**config.mk**
```make
export PLATFORM = sky130hd
export DESIGN_NAME = psum_credit_sender
export DESIGN_NICKNAME = d
export VERILOG_FILES = /design/src/rtl/psum_credit_sender.sv
export SDC_FILE = /design/constraint.sdc
export NUM_CORES = 1
export LEC_CHECK = 0
export ABC_AREA = 0
export BUFFER_PORTS_ARGS = -buffer_cell sky130_fd_sc_hd__buf_2
export CORE_MARGIN = 8
export CORE_UTILIZATION = 55
export DETAILED_ROUTE_END_ITERATION = 8
export GPL_ROUTABILITY_DRIVEN = 0
export GPL_TIMING_DRIVEN = 0
export PLACE_DENSITY = 0.76
export SYNTH_ARGS = -nofsm -noshare
export SYNTH_HDL_FRONTEND = slang
export SYNTH_SLANG_ARGS = --single-unit
```
**constraint.sdc**
```tcl
create_clock -name clk -period 3.1 [get_ports clk]
set_clock_uncertainty 0.15 [all_clocks]
set_input_delay 0.62 -clock clk [delete_from_list [all_inputs] [get_ports clk]]
set_output_delay 0.62 -clock clk [all_outputs]
set_load 0.1 [all_outputs]
```
**src/rtl/psum_credit_sender.sv**
```systemverilog
// psum_credit_sender
// Transmit end of the credit-based psum link. Outgoing psum words are held
// in a small FIFO and issued onto a valid-only link, one word per credit.
// Credits come back one at a time on credit_return, so the downstream
// buffer (MAX_CREDITS deep) can never be overrun.
//
// Ports:
//   clk           rising-edge clock
//   reset_n       asynchronous active-low reset
//   in_data       psum word from the PE datapath
//   in_valid      in_data valid
//   in_ready      FIFO can accept (based on the registered occupancy)
//   tx_data       registered link word
//   tx_valid      registered one-cycle pulse per word sent
//   credit_return one-cycle pulse, one credit given back by the receiver
//   credit_count  current credits (registered)
//   fifo_count    FIFO occupancy (registered)
//   idle          FIFO empty and all credits home
//   credit_err    sticky: a credit came back while already at MAX_CREDITS
module psum_credit_sender #(
    parameter int DATA_WIDTH   = 16,
    parameter int FIFO_DEPTH   = 4,
    parameter int MAX_CREDITS  = 4,
    parameter int CREDIT_WIDTH = 3,
    localparam int PTR_W       = $clog2(FIFO_DEPTH),
    localparam int CNT_W       = PTR_W + 1
) (
    input  logic                    clk,
    input  logic                    reset_n,
    input  logic [DATA_WIDTH-1:0]   in_data,
    input  logic                    in_valid,
    output logic                    in_ready,
    output logic [DATA_WIDTH-1:0]   tx_data,
    output logic                    tx_valid,
    input  logic                    credit_return,
    output logic [CREDIT_WIDTH-1:0] credit_count,
    output logic [CNT_W-1:0]        fifo_count,
    output logic                    idle,
    output logic                    credit_err
);

    localparam logic [CNT_W-1:0]        FIFO_FULL = CNT_W'(FIFO_DEPTH);
    localparam logic [CREDIT_WIDTH-1:0] CRED_MAX  = CREDIT_WIDTH'(MAX_CREDITS);

    // IDLE: FIFO empty; ACTIVE: words waiting and credit available;
    // STALL: words waiting but no credit.
    typedef enum logic [1:0] {
        ST_IDLE,
        ST_ACTIVE,
        ST_STALL
    } state_t;

    state_t state_reg, state_next;

    logic [DATA_WIDTH-1:0]   mem [FIFO_DEPTH];
    logic [PTR_W-1:0]        wr_ptr_reg, rd_ptr_reg;
    logic [CNT_W-1:0]        fifo_count_reg, fifo_count_next;
    logic [CREDIT_WIDTH-1:0] credit_count_reg, credit_count_next;
    logic                    credit_err_reg, credit_err_next;
    logic                    tx_valid_reg;
    logic [DATA_WIDTH-1:0]   tx_data_reg;
    logic                    push, send;

    assign in_ready = (fifo_count_reg < FIFO_FULL);
    assign push     = in_valid && in_ready;
    // The state register is derived from the registered counters, so
    // ACTIVE is exactly "fifo_count > 0 and credit_count > 0".
    assign send     = (state_reg == ST_ACTIVE);

    always_comb begin
        fifo_count_next   = fifo_count_reg;
        credit_count_next = credit_count_reg;
        credit_err_next   = credit_err_reg;
        state_next        = state_reg;

        case ({push, send})
            2'b10:   fifo_count_next = fifo_count_reg + 1'b1;
            2'b01:   fifo_count_next = fifo_count_reg - 1'b1;
            default: fifo_count_next = fifo_count_reg;
        endcase

        case ({send, credit_return})
            2'b10: credit_count_next = credit_count_reg - 1'b1;
            2'b01: begin
                // A return with every credit already home is a protocol
                // violation by the receiver: saturate and flag it.
                if (credit_count_reg == CRED_MAX) begin
                    credit_err_next = 1'b1;
                end else begin
                    credit_count_next = credit_count_reg + 1'b1;
                end
            end
            default: credit_count_next = credit_count_reg;
        endcase

        if (fifo_count_next == '0) begin
            state_next = ST_IDLE;
        end else if (credit_count_next == '0) begin
            state_next = ST_STALL;
        end else begin
            state_next = ST_ACTIVE;
        end
    end

    // Storage has no reset so it maps onto plain RAM; stale contents are
    // never observable because the pointers and count are reset.
    always_ff @(posedge clk) begin
        if (push) begin
            mem[wr_ptr_reg] <= in_data;
        end
    end

    always_ff @(posedge clk or negedge reset_n) begin
        if (!reset_n) begin
            state_reg        <= ST_IDLE;
            wr_ptr_reg       <= '0;
            rd_ptr_reg       <= '0;
            fifo_count_reg   <= '0;
            credit_count_reg <= CRED_MAX;
            credit_err_reg   <= 1'b0;
            tx_valid_reg     <= 1'b0;
            tx_data_reg      <= '0;
        end else begin
            state_reg        <= state_next;
            fifo_count_reg   <= fifo_count_next;
            credit_count_reg <= credit_count_next;
            credit_err_reg   <= credit_err_next;
            tx_valid_reg     <= send;
            if (push) begin
                wr_ptr_reg <= wr_ptr_reg + 1'b1;
            end
            if (send) begin
                tx_data_reg <= mem[rd_ptr_reg];
                rd_ptr_reg  <= rd_ptr_reg + 1'b1;
            end
        end
    end

    assign tx_valid     = tx_valid_reg;
    assign tx_data      = tx_data_reg;
    assign fifo_count   = fifo_count_reg;
    assign credit_count = credit_count_reg;
    assign credit_err   = credit_err_reg;
    assign idle         = (state_reg == ST_IDLE) && (credit_count_reg == CRED_MAX);

endmodule

```
==> key figures <==
STA
  • Slew of the pin with the lowest slew margin: 892.8 ps
  • Slew Limit Fails: 0
  • Max transition margin: 0.4048
  • Max Fclk: approximately 0.35 GHz
  • Final setup violation count: 0
  • Min Tclk post-route: between 2000 and 3000 ps
  • Final TNS setup: 0 ps
  • Final Hold Fails: 0
  • RSZ-0062 raised after global routing: false
  • Fin crit share: 0.9132

Cells and area
  • Fin nets: between 300 and 400
  • Proportion of layout cells with a drive suffix above 1: 0.3196
  • Diode count: 0
  • Area delta synth->final: 14.39%
  • Multi-input gate area: around 990 µm²
  • Filler cells: 476
  • Max reg flops: between 60 and 70
  • FF+latch area: 2674 µm²

Worst setup path
  • Worst reg2reg path endpoint: state_reg[1]
  • Critical Path RT: 3240 ps
  • Critical path peak fanout: 11
  • Crit path max-delay cell type: buf_1
  • Crit path DAT: 2970 ps
  • R2r worst-path depth: 8
  • Nature of the critical path endpoint: flop
  • Critical Path Start Type: flop
  • Critical R2R Launch: state_reg[1]
  • CP Class: flop to flop
  • CP Cell Sequence: nand2b_4, inv_1, buf_2, buf_1, ha_1, a221o_1, a211o_1, a211oi_2
  • Setup slack, reg-to-reg: ~270 ps
  • CP peak stage delay: approximately 440 ps

Clocking
  • Total CTS buffers: 9
  • Cts repair resizes: 0
  • Htree depth: 3
  • CTS tree: done
  • Post-CTS setup repair buffer count: 0
  • Clk sinks: 94
  • Hold_buf cts: 0
  • Clock tree root driver cell: clkbuf_8
  • Worst-path clk slew: roughly 100 ps
  • Clk buf depth: 2
  • Clock latency on the worst-skew pair: 360 ps

Placed design
  • Hpwl dp: around 4.2 mm
  • Port Buffers: 45

Yosys
  • Synth unique cells: 35
  • Area contributors post-synth: edfxtp_1 51%, dfrtp_1 19%, mux4_2 9.6%
  • Area leader, netlist: edfxtp_1
  • Mapped cell area: ~3700 µm²
  • Flops & latches, synth: 94
  • Synth top area share: 0.5127
  • Mapped Avg Cell Area: between 15 and 20 µm²
  • Seq/Total Area, Yosys: 0.7133
  • Synth warnings: 0
  • Syn_nets: between 200 and 300
  • Synthesized instance count: 230

Routing
  • First-pass DRT Iterations: 4
  • Mean number of vias per cell: between 5 and 6
  • Drt total wl: between 6 and 7 mm
  • M1 WL: 2.605 mm
  • Initial DRC Count: 79
  • Average routed wire per standard cell: between 15 and 20 µm
  • ANT nets after route: 0
  • # DRC: 0
  • Top Metal Used: met4
  • Vias: between 1500 and 2000
  • Routed met2 length: about 3.2 mm
  • Metal3 WL: between 300 and 400 µm

Global routing
  • Gr usage total: 0.1366
  • First-pass GRT wire length: roughly 10 mm
  • Number of global-route vias before repair: ~2000
  • GRT overflow: 0
  • Antenna violations before repair: 0
  • Pin count of the biggest net entering global routing: 31

Floorplan
  • Die W: approximately 100 µm
  • Core ar.: 6681 µm²
  • Die area: a little under 10000 µm²
  • Num rows: 30
  • Overall die height: between 90 and 100 µm
  • Starting Density: 0.5610
  • IO Pins: 46

Hold path
  • Hold Crit Class: input port to async pin

Outcome
  • Status: complete, no violations

Flow run
  • Max Cap Violations: 0
## critical path: cells and delay by family (launching register included)
kind	cells	cell delay (ps)
flops	1	420
buf+inv	3	780
simple gates	1	170
fa+ha+maj	1	390
compound gates	3	830
## cell usage in the layout, fill, tap and decap left out, types with 2 or more instances in the layout
| cell type | n |
|---|---|
| edfxtp_1 | 64 |
| dfrtp_1 | 29 |
| xnor2_1 | 4 |
| inv_1 | 11 |
| inv_6 | 2 |
| o21ai_0 | 3 |
| mux2i_1 | 2 |
| buf_2 | 49 |
| buf_6 | 2 |
| and2_1 | 4 |
| clkbuf_8 | 9 |
| nand2b_4 | 2 |
| clkinvlp_4 | 2 |
| ha_1 | 9 |
| buf_1 | 2 |
| a21oi_1 | 2 |
| mux4_2 | 16 |
| nand2_1 | 55 |
## cells in the mapped netlist (all sizes together)
library cell and instances:
edfxtp 64, nand2 55, dfrtp 29, mux4 16
inv 11, buf 9, ha 9, xnor2 5
and2 4, nand2b 3, o21ai 3, a211oi 2
a21oi 2, mux2i 2, nor3 2, a211o 1
a21o 1, a221o 1, a22oi 1, a2bb2oi 1
and3 1, dfstp 1, fa 1, nor2 1
nor2b 1, nor3b 1, nor4b 1, o31ai 1
or2 1
## worst max-delay path by stage
stage                    startpoint      endpoint  slack (ps)  depth (start not counted)
finish                 state_reg[1]  state_reg[1]         270                          8
CTS                    state_reg[1]  state_reg[1]         230                          8
global route           state_reg[1]  state_reg[1]         120                          8
floorplan           credit_count[0]          idle         320                          4
global placement       state_reg[1]  state_reg[0]         290                          8
detailed placement     state_reg[1]  state_reg[0]         260                          8
## through the flow
| stage | hold WS (ps) | instance area, µm² | instances | setup WS (ps) | util |
|---|---|---|---|---|---|
| final | 130.6 | 4288 | 371 | 269.1 | 0.6418 |
| after global routing | 179.5 | 4288 | 371 | 119.6 | 0.6418 |
| after CTS | 153.2 | 4288 | 371 | 232.6 | 0.6418 |
| after detailed placement | 302.8 | 4085 | 355 | 255.8 | 0.6114 |
| after global placement | 297.2 | 4085 | 355 | 293.6 | 0.6114 |
| after floorplan | 174.4 | 3760 | 230 | 323.1 | - |
## logic make-up after synthesis
family,after synthesis,share of synthesized area
xor gates and xnor gates,5,0.01369
buffers and inverters,20,0.02637
and+or+nand+nor,70,0.08412
muxes,18,0.1015
AOI/OAI and AO/OA,13,0.02570
adders and majority gates,10,0.03538
DFF,94,0.7133
## layer usage
metal,global-route usage,vias up
met5,0,-
met4,0.08264,0
met3,0.04440,12
met2,0.2229,51
met1,0.1534,957
li1,-,936
## layout make-up
class / count / share of cell area
repair buffers: 45 / 0.05252
inverters: 11 / 0.009629
plain buffers: 9 / 0.01342
multi-input cells: 116 / 0.2302
clock buffers: 9 / 0.02889
well taps: 80 / 0.02334
clock inverters: 7 / 0.01838
flip-flops and latches: 94 / 0.6236
Power is left out: the tool's default activity adds up to more than one toggle a clock period on the data nets, which glitch-free logic cannot reach.
